$ cat config.mk
export PLATFORM = sky130hd
export DESIGN_NAME = mips_multicycle_ctrl
export DESIGN_NICKNAME = d
export VERILOG_FILES = /design/src/rtl/mips_multicycle_ctrl.sv
export SDC_FILE = /design/constraint.sdc
export NUM_CORES = 1
export LEC_CHECK = 0
export ABC_AREA = 1
export CORE_ASPECT_RATIO = 1.25
export CORE_MARGIN = 10
export CORE_UTILIZATION = 25
export CTS_CLUSTER_DIAMETER = 150
export DETAILED_ROUTE_END_ITERATION = 7
export PLACE_DENSITY_LB_ADDON = 0.12
export SLEW_MARGIN = 20
export SYNTH_ARGS = -nofsm -noshare
export SYNTH_HDL_FRONTEND = slang
export SYNTH_SLANG_ARGS = --single-unit
$ cat constraint.sdc
create_clock -name clk -period 4.98 [get_ports clk]
set_clock_uncertainty 0.2 [all_clocks]
set_input_delay 0.498 -clock clk [delete_from_list [all_inputs] [get_ports clk]]
set_output_delay 0.498 -clock clk [all_outputs]
set_load 0.005 [all_outputs]
$ cat src/rtl/mips_multicycle_ctrl.sv
// ============================================================================
// mips_multicycle_ctrl : Moore control FSM for the multi-cycle MIPS core
// Rev 1.0
// ============================================================================
`default_nettype none

module mips_multicycle_ctrl #(
  parameter int USE_MEM_READY = 1,
  parameter int CNT_W         = 32
) (
  input  logic             clk,
  input  logic             reset,
  input  logic [5:0]       opcode,
  input  logic             zero,
  input  logic             mem_ready,
  output logic             mem_read,
  output logic             mem_write,
  output logic             iord,
  output logic             ir_write,
  output logic             reg_dst,
  output logic             mem_to_reg,
  output logic             reg_write,
  output logic             alu_src_a,
  output logic [1:0]       alu_src_b,
  output logic [1:0]       alu_op,
  output logic [1:0]       pc_src,
  output logic             pc_en,
  output logic             illegal_op,
  output logic [3:0]       state,
  output logic [CNT_W-1:0] retired
);

  localparam logic [3:0] S_FETCH  = 4'd0;
  localparam logic [3:0] S_DECODE = 4'd1;
  localparam logic [3:0] S_MEMADR = 4'd2;
  localparam logic [3:0] S_MEMRD  = 4'd3;
  localparam logic [3:0] S_MEMWB  = 4'd4;
  localparam logic [3:0] S_MEMWR  = 4'd5;
  localparam logic [3:0] S_EXEC   = 4'd6;
  localparam logic [3:0] S_ALUWB  = 4'd7;
  localparam logic [3:0] S_BRANCH = 4'd8;
  localparam logic [3:0] S_ADDIEX = 4'd9;
  localparam logic [3:0] S_ADDIWB = 4'd10;
  localparam logic [3:0] S_JUMP   = 4'd11;

  localparam logic [5:0] OP_R    = 6'b000000;
  localparam logic [5:0] OP_LW   = 6'b100011;
  localparam logic [5:0] OP_SW   = 6'b101011;
  localparam logic [5:0] OP_BEQ  = 6'b000100;
  localparam logic [5:0] OP_ADDI = 6'b001000;
  localparam logic [5:0] OP_J    = 6'b000010;

  localparam logic [CNT_W-1:0] CNT_ONE = {{(CNT_W-1){1'b0}}, 1'b1};

  logic [3:0]       state_q,   state_d;
  logic [CNT_W-1:0] retired_q, retired_d;
  logic             ready;
  logic             retire;
  logic             ir_write_raw, pc_en_raw, reg_write_raw, mem_write_raw;

  assign ready = (USE_MEM_READY != 0) ? mem_ready : 1'b1;

  always_comb begin
    state_d       = S_FETCH;
    retire        = 1'b0;
    mem_read      = 1'b0;
    mem_write_raw = 1'b0;
    iord          = 1'b0;
    ir_write_raw  = 1'b0;
    reg_dst       = 1'b0;
    mem_to_reg    = 1'b0;
    reg_write_raw = 1'b0;
    alu_src_a     = 1'b0;
    alu_src_b     = 2'b00;
    alu_op        = 2'b00;
    pc_src        = 2'b00;
    pc_en_raw     = 1'b0;
    illegal_op    = 1'b0;
    case (state_q)
      S_FETCH: begin
        mem_read     = 1'b1;
        alu_src_b    = 2'b01;
        ir_write_raw = ready;
        pc_en_raw    = ready;
        state_d      = ready ? S_DECODE : S_FETCH;
      end
      S_DECODE: begin
        alu_src_b = 2'b11;
        case (opcode)
          OP_LW, OP_SW: state_d = S_MEMADR;
          OP_R:         state_d = S_EXEC;
          OP_BEQ:       state_d = S_BRANCH;
          OP_ADDI:      state_d = S_ADDIEX;
          OP_J:         state_d = S_JUMP;
          default: begin
            state_d    = S_FETCH;
            illegal_op = 1'b1;
          end
        endcase
      end
      S_MEMADR: begin
        alu_src_a = 1'b1;
        alu_src_b = 2'b10;
        state_d   = (opcode == OP_SW) ? S_MEMWR : S_MEMRD;
      end
      S_MEMRD: begin
        mem_read = 1'b1;
        iord     = 1'b1;
        state_d  = ready ? S_MEMWB : S_MEMRD;
      end
      S_MEMWB: begin
        mem_to_reg    = 1'b1;
        reg_write_raw = 1'b1;
        retire        = 1'b1;
      end
      S_MEMWR: begin
        iord          = 1'b1;
        mem_write_raw = 1'b1;
        retire        = ready;
        state_d       = ready ? S_FETCH : S_MEMWR;
      end
      S_EXEC: begin
        alu_src_a = 1'b1;
        alu_op    = 2'b10;
        state_d   = S_ALUWB;
      end
      S_ALUWB: begin
        reg_dst       = 1'b1;
        reg_write_raw = 1'b1;
        retire        = 1'b1;
      end
      S_BRANCH: begin
        alu_src_a = 1'b1;
        alu_op    = 2'b01;
        pc_src    = 2'b01;
        pc_en_raw = zero;
        retire    = 1'b1;
      end
      S_ADDIEX: begin
        alu_src_a = 1'b1;
        alu_src_b = 2'b10;
        state_d   = S_ADDIWB;
      end
      S_ADDIWB: begin
        reg_write_raw = 1'b1;
        retire        = 1'b1;
      end
      S_JUMP: begin
        pc_src    = 2'b10;
        pc_en_raw = 1'b1;
        retire    = 1'b1;
      end
      default: state_d = S_FETCH;
    endcase
  end

  // Architectural writes are suppressed while reset is held so an abandoned
  // instruction leaves no trace in the PC, IR, register file or memory.
  assign ir_write  = ir_write_raw  & ~reset;
  assign pc_en     = pc_en_raw     & ~reset;
  assign reg_write = reg_write_raw & ~reset;
  assign mem_write = mem_write_raw & ~reset;

  assign retired_d = retire ? (retired_q + CNT_ONE) : retired_q;

  always_ff @(posedge clk) begin
    if (reset) begin
      state_q   <= S_FETCH;
      retired_q <= '0;
    end else begin
      state_q   <= state_d;
      retired_q <= retired_d;
    end
  end

  assign state   = state_q;
  assign retired = retired_q;

endmodule

`default_nettype wire

Yosys cells after proc, flatten, opt, wreduce, memory -nomap -nowiden
Cells that the tools add are included.
Cells by class
  add/sub/neg operators: 1
  eq/ne operators: 16
  muxes and demuxes: 21
  bitwise operators: 5
  reduce and logical (&&, ||, !) cells: 10
Operators by type and width (count)
  $add 32x1->32 const B: 1
  $pmux 4 s7: 1
  $pmux 4 s5: 1
  $eq 4x3->1 const B: 4
  $eq 4x4->1 const B: 4
  $eq 6x6->1 const B: 2
  $mux 1: 11
  $mux 3: 3
  $eq 4x2->1 const B: 2
  $pmux 2 s2: 2
  $reduce_or 2->1: 4
  $eq 6x2->1 const B: 1
  $eq 6x3->1 const B: 1
  $eq 6x4->1 const B: 1
  $logic_not 6->1: 1
  $pmux 2 s3: 1
  $reduce_or 6->1: 1
  $reduce_or 5->1: 1
  $and 1x1->1: 4
  $eq 4x1->1 const B: 1
  $logic_not 4->1: 1
  $reduce_or 4->1: 1
  $pmux 1 s3: 1
  $reduce_or 3->1: 1
  2 further kinds: 2
Word-level totals
  register bits after elaboration: 36
  input bits: 10
  output and inout port bits: 52
  word-level logic and storage cells: 55

Logic depth before layout (Yosys ltp)
  depth in word-level cells: 4
  depth in mapped cells: 10
  gate-level depth less buffers: 9

Worst setup path after synthesis
No wires, ideal clock.
  path kind: input-to-output
  start: in reset
  end: out reg_write
  arrival: 1175 ps
  required time: 4282 ps
  setup slack: 3107 ps
  cell stages on the path: 5
  buffers on the path: 2
  cell sequence: clkbuf_1 inv_1 clkbuf_1 nand2_1 inv_1
On the way
  word-level cells in the longest chain between the ends: 2
Ends and longest elaborated chain
  start: declaration: RTL line 12  | input logic reset,
  $not 1->1: RTL line 161  | assign reg_write = reg_write_raw & ~reset;
  $and 1x1->1: RTL line 161
  end: declaration: RTL line 22  | output logic reg_write,
No other way between the ends.

Final worst setup path
Ends and elaborated chain as after synthesis.

==> results.yml <==
status:
  status: "complete, no violations"
timing:
  holdWs_ns: 0.331
  finalHoldViolCount: 0
  setup_slack_ns: 1.52
  rsz0062_at_grt: "false"
  tightest_slew_ns: 0.743
  drv_slew: 0
  finalSetupTns_ns: 0
  period_share_pct: 69.4
  fmax_mhz: 289
  setup_violations: 0
  min_period_ns: 3.46
  max_slew_margin_pct: 50.3
pwr:
  power_frac_clock_pct: 47.6
  power_uw: 633
  pwr-share-seq_pct: 45.9
  switching_share_pct: 22.5
  ir_drop_mv: 0.125
  power.leakage_nw: 1.29
  power_frac_comb_pct: 6.5
  power_switching_uw: 143
  p_per_area_nw_per_um2: 194
  intPower_uw: 490
die:
  fp.dieH_um: 130
  rows: 40
  die_w_um: 108
  core_region_area_um2: 9510
  ios: 62
  die-area_um2: 14000
  start_util_pct: 25.3
cells_and_area:
  register_area_um2: 721
  multiInputGateArea_um2: 1420
  drive_gt1_share_pct: 7.13
  fillers: 1064
  finalNetCount: 474
  finalInstanceArea_um2: 3260
  area_growth_pct: 35.2
  fin_cells: 589
  final_util_pct: 34.2
  num_antenna_cells: 0
synthesis:
  synth_seq_cells: 36
  ys_warn_count: 0
  ys_seq_area_share_pct: 29.9
  syn_nets: 417
  syn_area_per_cell_um2: 5.93
  syn-cell-area_um2: 2410
  syn_inst: 406
  yosysUniqueCellTypes: 24
routing:
  viasPerCell: 4.54
  num_vias: 2674
  drt-total-wl_mm: 7.52
  wl_per_cell_um: 12.8
  first_iter_violations: 138
  antenna_left: 0
  first_pass_iters: 4
  drcViolationCount: 0
clock_tree:
  worst_skew_pair.late_latency_ns: 0.28
  postCtsSetupRepairBufs: 0
  cts-root-buf: "clkbuf_16"
  cts_resized: 0
  htreeDepth: 2
  path_clk_slew_ns: 0.05
  holdBufCountCts: 0
  clock-sinks: 36
  cts_buffers: 5
  cts_buffer_depth: 2
  cts_tree: "done"
worst_hold_path:
  holdPathStages: 2
  hold_start: "retired[3]"
  min_to: "retired[3]"
  hp-class: "reg -> reg"
place:
  postPlaceCellArea_um2: 3110
  place_inst: 582
  dp_hpwl_mm: 5.88
  place_ws_ns: 1.44
  io_buffers: 61
  place_congestion: 0.802
critical_path:
  critPathLaunchType: "input port"
  r2r_cells: 5
  reg2reg_from: "state[1]"
  required_ns: 4.28
  regToRegSetupSlack_ns: 2.87
  arrival_ns: 2.76
  critical_path_peak_fanout: 22
  r2r_end: "retired[0]"
  endpoint_kind: "output pin"
  crit_type: "in -> out"
global_route:
  grt_max_degree: 61
  first_global_vias: 2613
  antenna_found_initial: 0
  grt_usage_pct: 10.8
  grt-ovfl-total: 0
  grt_pass1_wl_mm: 12.5
job:
  cap_violations: 0
[per-layer routing]
layer | vias to the layer above | wire (um) | GRT usage, %
met5 | - | 0 | 0
li1 | 1395 | - | -
met4 | 0 | 91 | 2.83
met2 | 43 | 3890 | 20.3
met3 | 7 | 323 | 2.47
met1 | 1229 | 3210 | 11.9
[power by group through the flow]
stage	Combinational (mW)	Sequential [mW]	Clock [mW]
6_report	0.0412	0.290	0.302
5_1_grt	0.0459	0.290	0.324
4_1_cts	0.0419	0.290	0.312
3_5_place_dp	0.0417	0.297	0
3_3_place_gp	0.0416	0.297	0
2_1_floorplan	0.0200	0.296	0
[final cells by class]
cell class,count,area share [%]
multi-input combinational,301,43.5
sequential,36,22.1
timing repair buffer,61,18.8
inverter,58,6.69
tap,126,4.84
clock buffer,6,3.96
clock inverter,1,0.154
[worst max-delay path by stage]
stage,from,end,slack [ns],cells after the start
after floorplan,reset,reg_write,3.11,5
after global placement,reset,reg_write,1.45,5
after detailed placement,reset,reg_write,1.44,5
after CTS,reset,reg_write,1.44,5
after global routing,reset,reg_write,1.28,5
final,reset,reg_write,1.52,5
[synthesized netlist by cell type]
master | n | area, um^2
nand3_1 | 41 | 205
inv_2 | 2 | 7.51
nor2_1 | 74 | 278
and2_1 | 2 | 12.5
nand3_2 | 5 | 50.1
clkbuf_1 | 4 | 15.0
nand2_1 | 108 | 405
o21bai_2 | 1 | 11.3
xnor2_1 | 1 | 8.76
a31oi_1 | 4 | 25.0
and3b_1 | 1 | 8.76
dfxtp_1 | 36 | 721
buf_6 | 1 | 11.3
o21ai_0 | 6 | 30.0
a21oi_1 | 19 | 95.1
buf_4 | 2 | 15.0
nor2_2 | 10 | 62.6
ha_1 | 1 | 12.5
nand4_1 | 18 | 113
buf_2 | 4 | 20.0
xor2_1 | 1 | 8.76
inv_1 | 56 | 210
nand2_2 | 4 | 25.0
nor2_4 | 5 | 56.3
[flip-flops by register name, summed over array words and instances, names as in the netlist]
| signal | count |
|---|---|
| state | 4 |
| retired | 32 |
[cells in the final DEF, fill, tap and decap left out, drive strengths merged]
cell,count
clkdlybuf4s50,61
dfxtp,36
inv,58
nand3,46
a21oi,19
o21bai,1
xnor2,1
a31oi,4
clkbuf,6
o21ai,6
and2,2
xor2,1
ha,1
nand4,18
and3b,1
nor2,89
nand2,112
clkinv,1
[worst max-delay path, cell delays in order]
cell	delay, ns
clkdlybuf4s50_1	0.79
inv_1	0.76
nand2_1	0.12
inv_1	0.08
clkdlybuf4s50_1	0.50
[cell families (layout without fill, tap and decap cells)]
logic type | Yosys count | after routing | share of synthesized area, %
buffers and inverters | 69 | 126 | 11.6
adders and majority gates | 1 | 1 | 0.520
DFF | 36 | 36 | 29.9
AOI/OAI and AO/OA | 30 | 30 | 6.70
and+or+nand+nor | 268 | 268 | 50.5
xor gates and xnor gates | 2 | 2 | 0.728
Power figures use the tool's default switching activity.
